### src/rtl/param_up_down_counter.sv
// Parametrised up/down counter with programmable modulus, wrap/saturate policy,
// parallel load, registered terminal-count pulse and sticky overflow/underflow flags.
module param_up_down_counter #(
  parameter int unsigned     WIDTH    = 8,
  parameter longint unsigned MAX_VAL  = 255,
  parameter bit              SATURATE = 1'b0
) (
  input  logic             clk,
  input  logic             rst,
  input  logic             en,
  input  logic             mode,
  input  logic             load,
  input  logic [WIDTH-1:0] load_val,
  input  logic             flag_clr,
  output logic [WIDTH-1:0] count,
  output logic             tc,
  output logic             ovf,
  output logic             unf
);

  // Reject configurations whose modulus cannot be represented or is empty.
  generate
    if (WIDTH < 1 || WIDTH > 63) begin : g_bad_width
      $error("param_up_down_counter: WIDTH must be in 1..63");
    end
    if (MAX_VAL < 64'd1 || MAX_VAL > ((64'd1 << WIDTH) - 64'd1)) begin : g_bad_max_val
      $error("param_up_down_counter: MAX_VAL must be in 1..2**WIDTH-1");
    end
  endgenerate

  localparam logic [WIDTH-1:0] MAX_CNT = WIDTH'(MAX_VAL);
  localparam logic [WIDTH-1:0] ONE     = WIDTH'(1);

  logic [WIDTH-1:0] count_next;
  logic             tc_next;
  logic             ovf_set;
  logic             unf_set;
  logic             ovf_next;
  logic             unf_next;
  logic             at_max;
  logic             at_zero;

  assign at_max  = (count == MAX_CNT);
  assign at_zero = (count == '0);

  // Boundary compare precedes the arithmetic, so count never walks past MAX_CNT.
  always_comb begin
    count_next = count;
    tc_next    = 1'b0;
    ovf_set    = 1'b0;
    unf_set    = 1'b0;
    if (load) begin
      count_next = (load_val > MAX_CNT) ? MAX_CNT : load_val;
    end else if (en) begin
      if (mode) begin
        if (!at_max) begin
          count_next = count + ONE;
        end else begin
          count_next = SATURATE ? MAX_CNT : '0;
          tc_next    = 1'b1;
          ovf_set    = 1'b1;
        end
      end else begin
        if (!at_zero) begin
          count_next = count - ONE;
        end else begin
          count_next = SATURATE ? '0 : MAX_CNT;
          tc_next    = 1'b1;
          unf_set    = 1'b1;
        end
      end
    end
  end

  // A boundary event on the same edge as flag_clr keeps the flag set.
  assign ovf_next = ovf_set | (ovf & ~flag_clr);
  assign unf_next = unf_set | (unf & ~flag_clr);

  always_ff @(posedge clk or negedge rst) begin
    if (!rst) begin
      count <= '0;
      tc    <= 1'b0;
      ovf   <= 1'b0;
      unf   <= 1'b0;
    end else begin
      count <= count_next;
      tc    <= tc_next;
      ovf   <= ovf_next;
      unf   <= unf_next;
    end
  end

endmodule

### config.mk
export PLATFORM = sky130hd
export DESIGN_NAME = param_up_down_counter
export DESIGN_NICKNAME = d
export VERILOG_FILES = /design/src/rtl/param_up_down_counter.sv
export SDC_FILE = /design/constraint.sdc
export NUM_CORES = 1
export LEC_CHECK = 0
export ABC_CLOCK_PERIOD_IN_PS = 4500
export CAP_MARGIN = 25
export CELL_PAD_IN_SITES_DETAIL_PLACEMENT = 1
export CELL_PAD_IN_SITES_GLOBAL_PLACEMENT = 1
export CORE_MARGIN = 1
export CORE_UTILIZATION = 37
export CTS_BUF_LIST = sky130_fd_sc_hd__clkbuf_16
export CTS_CLUSTER_SIZE = 24
export DETAILED_ROUTE_END_ITERATION = 6
export GPL_TIMING_DRIVEN = 0
export HOLD_SLACK_MARGIN = 0.15
export PLACE_DENSITY = 0.9
export SLEW_MARGIN = 10
export SYNTH_ARGS = -nofsm -noshare
export SYNTH_HDL_FRONTEND = slang
export SYNTH_SLANG_ARGS = --single-unit
export TNS_END_PERCENT = 1
### constraint.sdc
create_clock -name clk -period 4.5 [get_ports clk]
set_input_delay 0.9 -clock clk [delete_from_list [all_inputs] [get_ports clk]]
set_output_delay 0.9 -clock clk [all_outputs]
set_load 0.1 [all_outputs]
==> results of run 1 <==
state kept, by name, indices dropped and copies added, names as in the netlist:
register and count:
count 8, ovf 1, tc 1, unf 1
worst paths after layout:
path / from / to / slack (ps) / depth (start not counted)
worst max-delay path: count[5]$_DFFE_PN0P_ / count[5] / 1660 / 1
worst min-delay path: unf$_DFF_PN0_ / unf$_DFF_PN0_ / 530 / 2
worst max register to register: count[0]$_DFFE_PN0P_ / count[6]$_DFFE_PN0P_ / 2700 / 7
worst min register to register: unf$_DFF_PN0_ / unf$_DFF_PN0_ / 530 / 2
max in group asynchronous: rst / count[1]$_DFFE_PN0P_ / 3100 / 1
min in group asynchronous: rst / count[2]$_DFFE_PN0P_ / 1020 / 1
layout by cell type (no fill, tap or decap), drive strengths merged:
cell type	n
nor2	11
nor4	1
a21oi	8
nand4	4
ha	3
o31ai	1
mux2i	1
inv	8
o211ai	2
dfrtp	11
nand2	8
a311oi	1
clkdlybuf4s50	22
clkbuf	4
and3	1
a22o	2
o22ai	3
a21boi	2
o41ai	1
nand3b	1
or2b	1
a31oi	2
nand2b	2
o2111ai	1
o2111a	2
a41o	1
nor3	5
xnor2	3
o21ai	8
buf	7
nor2b	1
nand3	6
or2	1
cell type report:
class | count | area (um2) | area share [%]
plain buffers | 8 | 70.1 | 5.63
repair buffers | 22 | 220 | 17.7
clock buffers | 3 | 75.1 | 6.04
inverters | 7 | 26.3 | 2.11
multi-input cells | 83 | 538 | 43.3
well taps | 28 | 35.0 | 2.82
flip-flops and latches | 11 | 275 | 22.1
clock inverters | 1 | 3.75 | 0.302
through the flow:
| stage | util [%] | cell area, um2 | setup WS [ps] | hold slack [ps] | instances |
|---|---|---|---|---|---|
| 2_1_floorplan | - | 910 | 2260 | 604 | 109 |
| 3_3_place_gp | 51.7 | 1160 | 1940 | 517 | 159 |
| 3_5_place_dp | 51.7 | 1160 | 1920 | 527 | 159 |
| 4_1_cts | 55.2 | 1240 | 1660 | 533 | 163 |
| 5_1_grt | 55.2 | 1240 | 1620 | 552 | 163 |
| 6_report | 55.2 | 1240 | 1660 | 528 | 163 |
cells by family after synthesis:
logic type,Yosys count
AND/OR/NAND/NOR,42
buffers and inverters,15
XOR/XNOR,3
flip-flops,11
multiplexers,1
AO/OA/AOI/OAI,34
adder cells (fa/ha/maj),3
layer usage:
layer  share of wire (%)  vias up  GRT usage [%]
li1                    -      451              -
met5                   0        -              0
met4                 2.0        0           7.66
met1                  42      446           27.5
met2                  51       35           43.7
met3                 5.1        8           5.85
where the power goes:
group / switching, W / internal [W]
combinational: 0.000120 / 0.0000584
sequential: 0.0000150 / 0.000108
clock: 0.0000475 / 0.000117
total: 0.000182 / 0.000283
==> metrics, run 1 <==
flops & latches, synth 11; die area about 2700 um2; DRC violations left 0; pin count of the biggest net entering global routing 12; Final TNS setup 0 ps; Final Skew ~4.3 ps; CP Cell Sequence clkdlybuf4s50_1; synthesis-to-finish area growth 36.7%; Die H between 50 and 60 um; XOR/XNOR Fraction of Synth Area under 10%; total power divided by cell area approximately 370 nW/um2; Worst Hold Class flip-flop to flip-flop; Highest Clock Rate 353 MHz; Crit Path Class flip-flop to primary output; # IOs 25; Most used DFF post-synth dfrtp_1; Antenna Nets Post-Route 0; Hold Violations, Final 0; FILL cells ~290; outcome finished, final reports clean; post-synthesis net count 126; TritonCTS Buffers 3; Resized Gates After CTS 0; diode count 0; first-pass GRT wire length approximately 4.6 mm; grt ovf 0; compound-gate portion of the synthesized area about a quarter; GPL Wtd Cong between 0.9 and 1; synth cell count leaders dfrtp_1 (11), nor2_1 (11), a21oi_1 (8), nand2_1 (8), inv_1 (7); Post-CTS Setup Bufs 0; Syn Area/Cell 8.35 um2; Worst-Margin Slew ~1000 ps; unrepaired setup endpoints after global routing no; slowest cell on the critical path clkdlybuf4s50_1; Sink Count 11; period utilization 63.0%; mapped cell area just over 900 um2; site row count 17; Synth cell types 38; final wirelength around 2.7 mm; NumNets Final between 150 and 200; worst path arrival time just under 2000 ps; top cells by area, synth dfrtp_1 (30%), buf_6 (5.0%), nor2_1 (4.5%); CTS tree yes; Slew Viols, Final 0; Worst-path clk slew around 50 ps; port bufs 22; initial DRC count 25; core footprint roughly 2300 um2; Setup crit end kind primary output; H-tree depth 1; CP top delay family buffers and inverters; MaxCap Viol Count 0; Die X approximately 52 um; ratio of cells with drive above 1 in the final layout between 10% and 20%; Cells after Synth around 110; Tot Pwr roughly 0.00046 W; total global-route track usage between 20% and 30%; crit-path max cell delay 1190 ps; DR vias 940; Worst setup SP type flip-flop; DP HPWL between 1.5 and 2 mm; mux share of post-synthesis cell area 1.10%; initial antenna violation count 0; Ys Warns 0; post-synth top area share between 30% and 40%; Peak VDD IR between 0.2 and 0.3 mV; Leakage a little over 0.5 nW; Post-Synth Adder-Cell Area under 10%; Req. time, crit path around 3600 ps; vias in the first global route around 930; mean number of vias per cell roughly 5.8; Clock Latency Late Sink roughly 240 ps; main combinational cell family by area after synthesis simple AND/OR/NAND/NOR gates; drt pass-1 iters 4; Root Driver clkbuf_16; min cycle time layout 2840 ps; routed length per instance roughly 17 um; initial core utilization a little over 40%; slew margin rel. 34.1%; Max Buffers Root-to-Sink 2; CTS Hold Bufs 0; Buf/Inv on CP 1; Async SR Flop Fraction between 90% and 100%; Simple-Gate Fraction of Synth Area around 26%; post-synth top area cell dfrtp_1; Setup violations, final 0; highest net fanout along the worst path 6; Post-synth EDFFs 0; post-synthesis sequential area ratio a little over 30%
Note: power is estimated with default switching activity, not from simulation.
==> run 2: changes to the inputs <==
- ABC_CLOCK_PERIOD_IN_PS: 4500 -> 2500
- CORE_UTILIZATION: 37 -> 31
- PLACE_DENSITY: 0.9 -> 0.81
- clock period: 4.5 -> 2.5 ns (I/O delays scaled with it)
==> metrics, run 2 (same netlist as run 1, synthesis figures left out) <==
outcome finished, final reports clean; diode count 0; Buf/Inv on CP 1; initial DRC count 12; Worst R2R Setup Slack 720 ps; GPL Wtd Cong about 0.9; DP HPWL approximately 2 mm; Setup crit end kind primary output; Worst setup SP type flip-flop; grt ovf 0; die area 3160 um2; # IOs 25; unrepaired setup endpoints after global routing no; most frequent cells in the layout clkdlybuf4s50_1 (22), nor2_1 (11), dfrtp_1 (11); Worst Hold Class flip-flop to flip-flop; Sw Ratio a little under 40%; Setup violations, final 0; drt pass-1 iters 4; NumNets Final ~150; mean number of vias per cell between 5 and 6; period utilization between 90 and 100%; first-pass GRT wire length roughly 4.7 mm; site row count 19; Crit Path Class flip-flop to primary output; Worst-path clk slew approximately 40 ps; CTS Hold Bufs 0; reg2reg end count[4]$_DFFE_PN0P_; hold-critical path depth 2; Resized Gates After CTS 0; crit-path max cell delay 1190 ps; CP Cell Sequence clkdlybuf4s50_1; FF-to-FF Start count[0]$_DFFE_PN0P_; pin count of the biggest net entering global routing 12; routed length per instance between 15 and 20 um; H-tree depth 1; Root Driver clkbuf_16; MaxCap Viol Count 0; clock power share 35.2%; CP top delay family buffers and inverters; Post-CTS Setup Bufs 0; Hold Path End ovf$_DFF_PN0_; post-layout utilization of the core between 40% and 50%; initial antenna violation count 0; min cycle time layout ~2400 ps; Hold Crit Start ovf$_DFF_PN0_; slew margin rel. between 30% and 40%; Die X ~56 um; max reg flops 8; Final Skew around 5.6 ps; Final TNS setup 0 ps; Antenna Nets Post-Route 0; ratio of cells with drive above 1 in the final layout 11.9%; Slew Viols, Final 0; port bufs 22; final wirelength between 2 and 3 mm; CTS tree yes; synthesis-to-finish area growth 37.1%; core footprint 2760 um2; total global-route track usage between 10% and 20%; Sink Count 11; total power divided by cell area about 670 nW/um2; P_int 0.000509 W; Max Buffers Root-to-Sink 2; Worst-Margin Slew between 900 and 1000 ps; highest net fanout along the worst path 6; worst path arrival time just under 2000 ps; DR vias 922; FF-to-FF path depth 7; Most flops, register count; initial core utilization between 30% and 40%; Die H ~56 um; Req. time, crit path roughly 2000 ps; Peak VDD IR roughly 0.55 mV; DRC violations left 0; vias in the first global route between 1000 and 1500; Highest Clock Rate approximately 410 MHz; Hold Violations, Final 0; commonest non-fill, non-tap cell in the layout clkdlybuf4s50_1; Leakage ~0.52 nW; sequential power share a little over a quarter; Clock Latency Late Sink between 200 and 250 ps; switching pwr about 0.00032 W; power share of the combinational group 38.2%; slowest cell on the critical path clkdlybuf4s50_1; TritonCTS Buffers 3
-- run 2: cell type report --
| cell class | count | area (um2) |
|---|---|---|
| timing repair buffer | 22 | 220 |
| inverter | 7 | 26.3 |
| clock buffer | 3 | 75.1 |
| fill | 338 | 1510 |
| clock inverter | 1 | 3.75 |
| buffer | 8 | 70.1 |
| tap | 31 | 38.8 |
| sequential | 11 | 275 |
| multi-input combinational | 83 | 538 |
-- run 2: worst max path at each step --
stage / cells after the start / endpoint / from / slack [ps]
floorplan: 6 / count[6]$_DFFE_PN0P_ / count[1]$_DFFE_PN0P_ / 260
detailed placement: 1 / count[7] / count[7]$_DFFE_PN0P_ / 320
finish: 1 / count[5] / count[5]$_DFFE_PN0P_ / 60
global route: 1 / count[0] / count[0]$_DFFE_PN0P_ / 4
CTS: 1 / count[7] / count[7]$_DFFE_PN0P_ / 60
global placement: 1 / count[7] / count[7]$_DFFE_PN0P_ / 330
-- run 2: per-stage QoR --
stage,total power [W],hold WS (ps),instance area [um2],std cells,worst slack (ps)
final,0.000832,535,1250,166,58.2
after global routing,0.000871,575,1250,166,4.39
after detailed placement,0.000540,536,1170,162,322
after floorplan,0.000453,204,910,109,259
after global placement,0.000533,515,1170,162,333
after CTS,0.000838,543,1250,166,59.6
-- run 2: layer usage --
layer / part of all wire, % / GRT usage, %
met2: 51 / 33.8
met5: 0 / 0
met4: 0.45 / 4.53
met1: 45 / 23.8
met3: 3.9 / 5.12
-- run 2: power groups by stage --
stage | logic [W] | registers, W | clock network (W)
3_5_place_dp | 0.000317 | 0.000223 | 0
6_report | 0.000317 | 0.000221 | 0.000293
3_3_place_gp | 0.000310 | 0.000223 | 0
4_1_cts | 0.000319 | 0.000221 | 0.000298
2_1_floorplan | 0.000126 | 0.000327 | 0
5_1_grt | 0.000340 | 0.000225 | 0.000306
